$ cat config.mk
export PLATFORM = sky130hd
export DESIGN_NAME = reset_seq_ctrl
export DESIGN_NICKNAME = d
export VERILOG_FILES = /design/src/rtl/rst_seq_pkg.sv /design/src/rtl/reset_seq_ctrl_sync.sv /design/src/rtl/reset_seq_ctrl.sv
export SDC_FILE = /design/constraint.sdc
export NUM_CORES = 1
export LEC_CHECK = 0
export ABC_AREA = 1
export CORE_MARGIN = 4
export CORE_UTILIZATION = 48
export CTS_BUF_LIST = sky130_fd_sc_hd__clkbuf_16
export DETAILED_ROUTE_END_ITERATION = 16
export GPL_ROUTABILITY_DRIVEN = 0
export GPL_TIMING_DRIVEN = 0
export PLACE_DENSITY = 0.81
export SKIP_LAST_GASP = 1
export SLEW_MARGIN = 20
export SYNTH_ARGS = -nofsm -noshare
export SYNTH_HDL_FRONTEND = slang
export SYNTH_SLANG_ARGS = --single-unit
$ cat constraint.sdc
create_clock -name clk -period 1.4 [get_ports clk]
set_clock_uncertainty 0.1 [all_clocks]
set_input_delay 0.42 -clock clk [delete_from_list [all_inputs] [get_ports clk]]
set_output_delay 0.42 -clock clk [all_outputs]
set_load 0.01 [all_outputs]
$ cat src/rtl/rst_seq_pkg.sv
// Shared types and helpers for the ordered reset sequencer.
// Used by reset_seq_ctrl (optional feature macro: RST_SEQ_SW_RST_EN).
package rst_seq_pkg;

  typedef enum logic [1:0] {
    ST_RESET,
    ST_HOLD,
    ST_REL,
    ST_DONE
  } rst_seq_state_t;

  localparam int MAX_CH = 16;

  function automatic int cnt_w(int n);
    return $clog2(n + 1);
  endfunction

endpackage

$ cat src/rtl/reset_seq_ctrl_sync.sv
// Reset synchronizer: async assert, clk-aligned release after STAGES edges.
// Output o_rst_s is high once the reset has been released in the clk domain.
module rst_sync_chain #(
  parameter int STAGES = 2
) (
  input  logic clk,
  input  logic i_rst_async,
  output logic o_rst_s
);

  (* ASYNC_REG = "TRUE" *)
  logic [STAGES-1:0] sync_q;
  logic [STAGES-1:0] sync_d;

  // shift a one in from the bottom of the chain
  always_comb begin
    sync_d = {sync_q[STAGES-2:0], 1'b1};
  end

  // chain clears at once when the async reset asserts
  always_ff @(posedge clk or negedge i_rst_async) begin
    if (!i_rst_async) begin
      sync_q <= '0;
    end else begin
      sync_q <= sync_d;
    end
  end

  assign o_rst_s = sync_q[STAGES-1];

endmodule

$ cat src/rtl/reset_seq_ctrl.sv
// Ordered multi-channel reset release, ch0 first, HOLD_CYC cycles apart.
// Optional software restart request when RST_SEQ_SW_RST_EN is defined.
module reset_seq_ctrl
  import rst_seq_pkg::*;
#(
  parameter int   STAGES   = 2,
  parameter int   NUM_CH   = 4,
  parameter int   HOLD_CYC = 8,
  parameter logic RST_POL  = 1'b0
) (
  input  logic              clk,
  input  logic              i_rst_async,
`ifdef RST_SEQ_SW_RST_EN
  input  logic              i_sw_rst_req,
`endif
  output logic [NUM_CH-1:0] o_rst_sync,
  output logic              o_seq_done
);

  localparam int CW = cnt_w(HOLD_CYC);
  localparam int IW = cnt_w(NUM_CH);

  localparam logic [CW-1:0] CNT_ONE    = CW'(1);
  localparam logic [CW-1:0] CNT_RELOAD = CW'(HOLD_CYC - 1);
  localparam logic [IW-1:0] IDX_ONE    = IW'(1);
  localparam logic [IW-1:0] IDX_LAST   = IW'(NUM_CH - 1);

  if (NUM_CH > MAX_CH) begin : g_num_ch_too_large
    $error("reset_seq_ctrl: NUM_CH exceeds MAX_CH");
  end

  rst_seq_state_t    state_q, state_d;
  logic [CW-1:0]     cnt_q, cnt_d;
  logic [IW-1:0]     idx_q, idx_d;
  logic [NUM_CH-1:0] rst_q, rst_d;
  logic              done_q, done_d;
  logic              rel_fire;
  logic              rst_s;
  logic              rst_ok;

  rst_sync_chain #(
    .STAGES (STAGES)
  ) u_sync (
    .clk         (clk),
    .i_rst_async (i_rst_async),
    .o_rst_s     (rst_s)
  );

`ifdef RST_SEQ_SW_RST_EN
  logic          sw_q, sw_d;
  logic          blk_q, blk_d;
  logic [CW-1:0] hcnt_q, hcnt_d;

  // request register plus minimum-hold blocker for the restart
  always_comb begin
    sw_d   = i_sw_rst_req;
    blk_d  = blk_q;
    hcnt_d = hcnt_q;
    if (sw_q && !blk_q) begin
      blk_d  = 1'b1;
      hcnt_d = CNT_RELOAD;
    end else if (blk_q) begin
      if (hcnt_q != '0) begin
        hcnt_d = hcnt_q - CNT_ONE;
      end else if (!i_sw_rst_req) begin
        blk_d = 1'b0;
      end
    end
  end

  // software request state, cleared by the async reset
  always_ff @(posedge clk or negedge i_rst_async) begin
    if (!i_rst_async) begin
      sw_q   <= 1'b0;
      blk_q  <= 1'b0;
      hcnt_q <= '0;
    end else begin
      sw_q   <= sw_d;
      blk_q  <= blk_d;
      hcnt_q <= hcnt_d;
    end
  end

  assign rst_ok = rst_s & ~blk_q;
`else
  assign rst_ok = rst_s;
`endif

  // sequencer next state, counter, channel index and output levels
  always_comb begin
    state_d  = state_q;
    cnt_d    = cnt_q;
    idx_d    = idx_q;
    rst_d    = rst_q;
    done_d   = done_q;
    rel_fire = 1'b0;
    unique case (state_q)
      ST_RESET: begin
        if (rst_ok) begin
          if (HOLD_CYC == 1) begin
            rel_fire = 1'b1;
          end else if (cnt_q <= CNT_ONE) begin
            state_d = ST_REL;
          end else begin
            state_d = ST_HOLD;
            cnt_d   = cnt_q - CNT_ONE;
          end
        end
      end
      ST_HOLD: begin
        if (cnt_q <= CNT_ONE) begin
          state_d = ST_REL;
        end else begin
          cnt_d = cnt_q - CNT_ONE;
        end
      end
      ST_REL: begin
        rel_fire = 1'b1;
      end
      ST_DONE: begin
        done_d = 1'b1;
      end
      default: begin
        state_d = ST_RESET;
      end
    endcase
    if (rel_fire) begin
      for (int k = 0; k < NUM_CH; k++) begin
        if (idx_q == IW'(k)) begin
          rst_d[k] = ~RST_POL;
        end
      end
      idx_d = idx_q + IDX_ONE;
      cnt_d = CNT_RELOAD;
      if (idx_q == IDX_LAST) begin
        state_d = ST_DONE;
      end else if (HOLD_CYC == 1) begin
        state_d = ST_REL;
      end else begin
        state_d = ST_HOLD;
      end
    end
`ifdef RST_SEQ_SW_RST_EN
    if (sw_q) begin
      state_d = ST_RESET;
      cnt_d   = CNT_RELOAD;
      idx_d   = '0;
      rst_d   = {NUM_CH{RST_POL}};
      done_d  = 1'b0;
    end
`endif
  end

  // sequencer state and output flops, all cleared by the async reset
  always_ff @(posedge clk or negedge i_rst_async) begin
    if (!i_rst_async) begin
      state_q <= ST_RESET;
      cnt_q   <= CNT_RELOAD;
      idx_q   <= '0;
      rst_q   <= {NUM_CH{RST_POL}};
      done_q  <= 1'b0;
    end else begin
      state_q <= state_d;
      cnt_q   <= cnt_d;
      idx_q   <= idx_d;
      rst_q   <= rst_d;
      done_q  <= done_d;
    end
  end

  assign o_rst_sync = rst_q;
  assign o_seq_done = done_q;

endmodule
==> results summary <==
Synthesis produced between 80 and 90 cells. The remaining antenna violation count is 0. The die boundary width came out at 48.04 um. The share of synthesized area in the top cell type comes to 0.4228.

The portion of the clock cycle consumed by the worst path in the final layout came out at 0.9928. The average wire per standard cell came out at 13.57 um. The initial core utilization is 0.5108. The class of the most critical setup path is reg2reg.

Setup total negative slack on the finished layout was measured at 0 ns. The cell internal power dissipation is approximately 0.0014 W. The pin count of the biggest net entering global routing is 17.

STA puts the critical path data arrival time at about 1.4 ns. The count of pins over their slew limit came out at 0. The global-route wire length before repair is ~2500 um. The worst hold path was traced through 0 stages.

Setup violations remaining at the end of the flow were counted as 0. The number of cell instances on the worst register-to-register path is 7. After detailed routing, the number of remaining DRC violations is 0. The number of antenna diodes in the final layout is 0. Across all register-to-register paths, the minimum setup slack is a little over 0.01 ns.

The run finished with clean final reports. The worst setup path is captured at a register. The number of DRC markers in iteration 0 is 8. The worst-case hold slack is 0.2479 ns.

For this block, the routed nets add up to 1493 um of wire. The yosys synthesis warning count came out at 0. The clock drives 16 sinks. The total vias in the final route came out at 564.

The share of total power dissipated in combinational logic is 0.397. The full die area is approximately 0.0023 mm^2. For hold timing, the worst endpoint is u_sync.sync_q[1]. The I/O pin count is 7. The part of the total power dissipated in the clock network came out at 0.252. The final standard cell area without fillers came out at 985.9 um^2. The startpoint identified for the worst register-to-register timing path is cnt_q[0].

The total routing usage reported by global routing is 0.1635. The fraction of final layout cells sized beyond drive strength 1 is 0.3085. The maximum clock frequency is between 700 and 800 MHz. Relative to the synthesized area, the layout overhead comes to 28.13%. The number of hold violations in the final report came out at 0. The power dissipated by switching net loads came out at between 0.0008 and 0.0009 W. For this design the static power due to leakage is 0.4870 nW. The number of antenna violations at the first check in global routing came out at 0. The clock tree from TritonCTS is yes. The switching share of power is 0.3652. Of the synthesized area, sequential elements account for 0.5252.

At the worst endpoint, the required time is 1.44 ns. The clock-pin slew on the worst setup and hold paths came out at ~0.05 ns. The number of nets produced by synthesis came out at 90. In this run the tightest slew margin relative to its limit is 0.5285. The number of nets in the layout came out at 104. The worst hold path belongs to the class reg2reg. The post-synthesis cell area is 769.5 um^2.

The count of max-cap constraint violations came out at 0. The average vias per placed instance is slightly above 5. The instance area at placement is approximately 860 um^2. The H-tree level count is 1. Summed over all instances, the cell type with the most area after synthesis is dfrtp_1.

Counting along the longest clock path gives a buffer depth of 2. The post-synthesis area per instance is ~9.5 um^2. Setup repair after global routing could not meet its margin everywhere.

The number of input and output port buffers inserted came out at 6. The vertical extent of the die came out at 48.04 um. The maximum resistive drop on vdd is about 1.2 mV. The count of different cell masters after synthesis is 20. For the pin with the worst max-slew slack, the measured transition is between 0.7 and 0.8 ns.

In this run the critical register-to-register path is captured at state_q[0]. The number of iterations in the first detailed-routing pass came out at 4. The startpoint type of the worst setup path is a register.

The root buffer cell chosen for the clock tree is clkbuf_16. In this run, post-CTS hold repair placed 0 buffers. The wire-length estimate of the detail-placed layout is about 960 um.

Of all nets on the critical path, the largest fanout is 3. By area the synthesized netlist is led by dfrtp_1, ha_1, dfstp_2. The floorplan has 14 rows.

The overall overflow remaining after global route came out at 0. After floorplanning, the core was sized to cover approximately 0.0015 mm^2. The total power per unit cell area is 2274 mW/mm^2.

The number of global-route vias before repair was about 570. In this run the most critical hold path is launched from u_sync.sync_q[0]. Clock latency on the worst-skew pair, taken at its later pin, is between 0.2 and 0.3 ns.

After synthesis the netlist holds a flip-flop and latch count of 16. The sequential cell fraction of total power is 0.351. The total clock buffers created by CTS is 3. The worst path in the final design needs a cycle of 1.390 ns, including I/O delays and setup.
-- worst max-delay path by stage --
| stage | slack [ns] | depth (start not counted) | start | to |
|---|---|---|---|---|
| floorplan | 0.006 | 8 | cnt_q[0] | cnt_q[3] |
| global placement | -0.07 | 1 | i_rst_async | o_rst_sync[3] |
| detailed placement | -0.11 | 8 | cnt_q[0] | cnt_q[3] |
| CTS | -0.004 | 7 | cnt_q[0] | cnt_q[2] |
| global route | -0.04 | 7 | cnt_q[0] | state_q[0] |
| finish | 0.01 | 7 | cnt_q[0] | state_q[0] |
-- worst max-delay path: stages, from the launching register on --
cell and delay, ns:
dfstp_2 0.57, ha_1 0.18, inv_2 0.05, nand2_4 0.06, nand3_4 0.07, buf_4 0.15
nand2_1 0.05, inv_1 0.05
-- stage by stage --
step	setup WS (ns)	util	total power (W)	cells
after floorplan	0.006391	-	0.001280	81
after global placement	-0.07288	0.5706	0.001467	103
after detailed placement	-0.1120	0.5706	0.001515	103
after CTS	-0.004336	0.6495	0.002187	110
after global routing	-0.03888	0.6545	0.002408	110
final	0.01012	0.6545	0.002242	110
-- cells in the mapped netlist --
| master | n |
|---|---|
| nor2_2 | 1 |
| ha_1 | 7 |
| inv_1 | 12 |
| a21oi_2 | 1 |
| dfstp_2 | 3 |
| a21o_1 | 1 |
| nand3_1 | 4 |
| nand2_1 | 14 |
| dfrtp_1 | 13 |
| a31o_2 | 3 |
| buf_4 | 1 |
| xor2_1 | 2 |
| nor2_1 | 6 |
| conb_1 | 1 |
| o21ai_1 | 4 |
| inv_2 | 2 |
| nand2_2 | 1 |
| a21oi_1 | 2 |
| o21ai_0 | 2 |
| or2_2 | 1 |
-- registers in the layout (all words and copies together), names as in the netlist --
register,cells
cnt_q,4
idx_q,3
o_rst_sync,4
o_seq_done,1
state_q,2
u_sync.sync_q,2
-- layout make-up --
class	instances	area, um^2
Tap cell	16	20.02
Clock inverter	1	3.754
Multi-Input combinational cell	50	345.3
Clock buffer	3	75.07
Fill cell	114	520.5
Inverter	14	57.56
Timing Repair Buffer	9	72.57
Buffer	1	7.507
Sequential cell	16	404.1
-- kinds of logic after synthesis --
kind of cell	count (synthesis)	share of synthesized area
flip-flops	16	0.5252
AND/OR/NAND/NOR	27	0.1480
other	1	0.004873
adder cells (fa/ha/maj)	7	0.1138
buffers and inverters	15	0.07805
AO/OA/AOI/OAI	13	0.1073
XOR/XNOR	2	0.02277
-- cells in the final DEF (no fill, tap or decap), types with 4 or more instances in the layout --
master   count
inv_1        8
ha_1         6
nand2_1     12
o21ai_1      4
dfrtp_1     13
nor2_1       6
buf_4        4
inv_2        4
-- power groups by stage --
stage | logic (W) | registers [W] | clock network [W]
finish | 0.000890 | 0.000787 | 0.000566
global route | 0.00101 | 0.000807 | 0.000592
CTS | 0.000823 | 0.000784 | 0.000579
detailed placement | 0.000735 | 0.000779 | 0
global placement | 0.000696 | 0.000771 | 0
floorplan | 0.000503 | 0.000777 | 0
-- per-layer routing --
| layer | track usage | routed length (um) |
|---|---|---|
| met5 | 0 | 0 |
| met4 | 0.1237 | 49 |
| met3 | 0.04511 | 47 |
| met2 | 0.2744 | 793 |
| met1 | 0.1713 | 602 |
-- what timing repair did --
| action | in CTS | in global routing |
|---|---|---|
| pin swaps | 3 | 2 |
| endpoints found under the hold margin | 0 | 0 |
| buffers inserted | 3 | 0 |
| resized for setup | 16 | 8 |
| endpoints found under the setup margin | 11 | 8 |
Power figures use the tool's default switching activity.
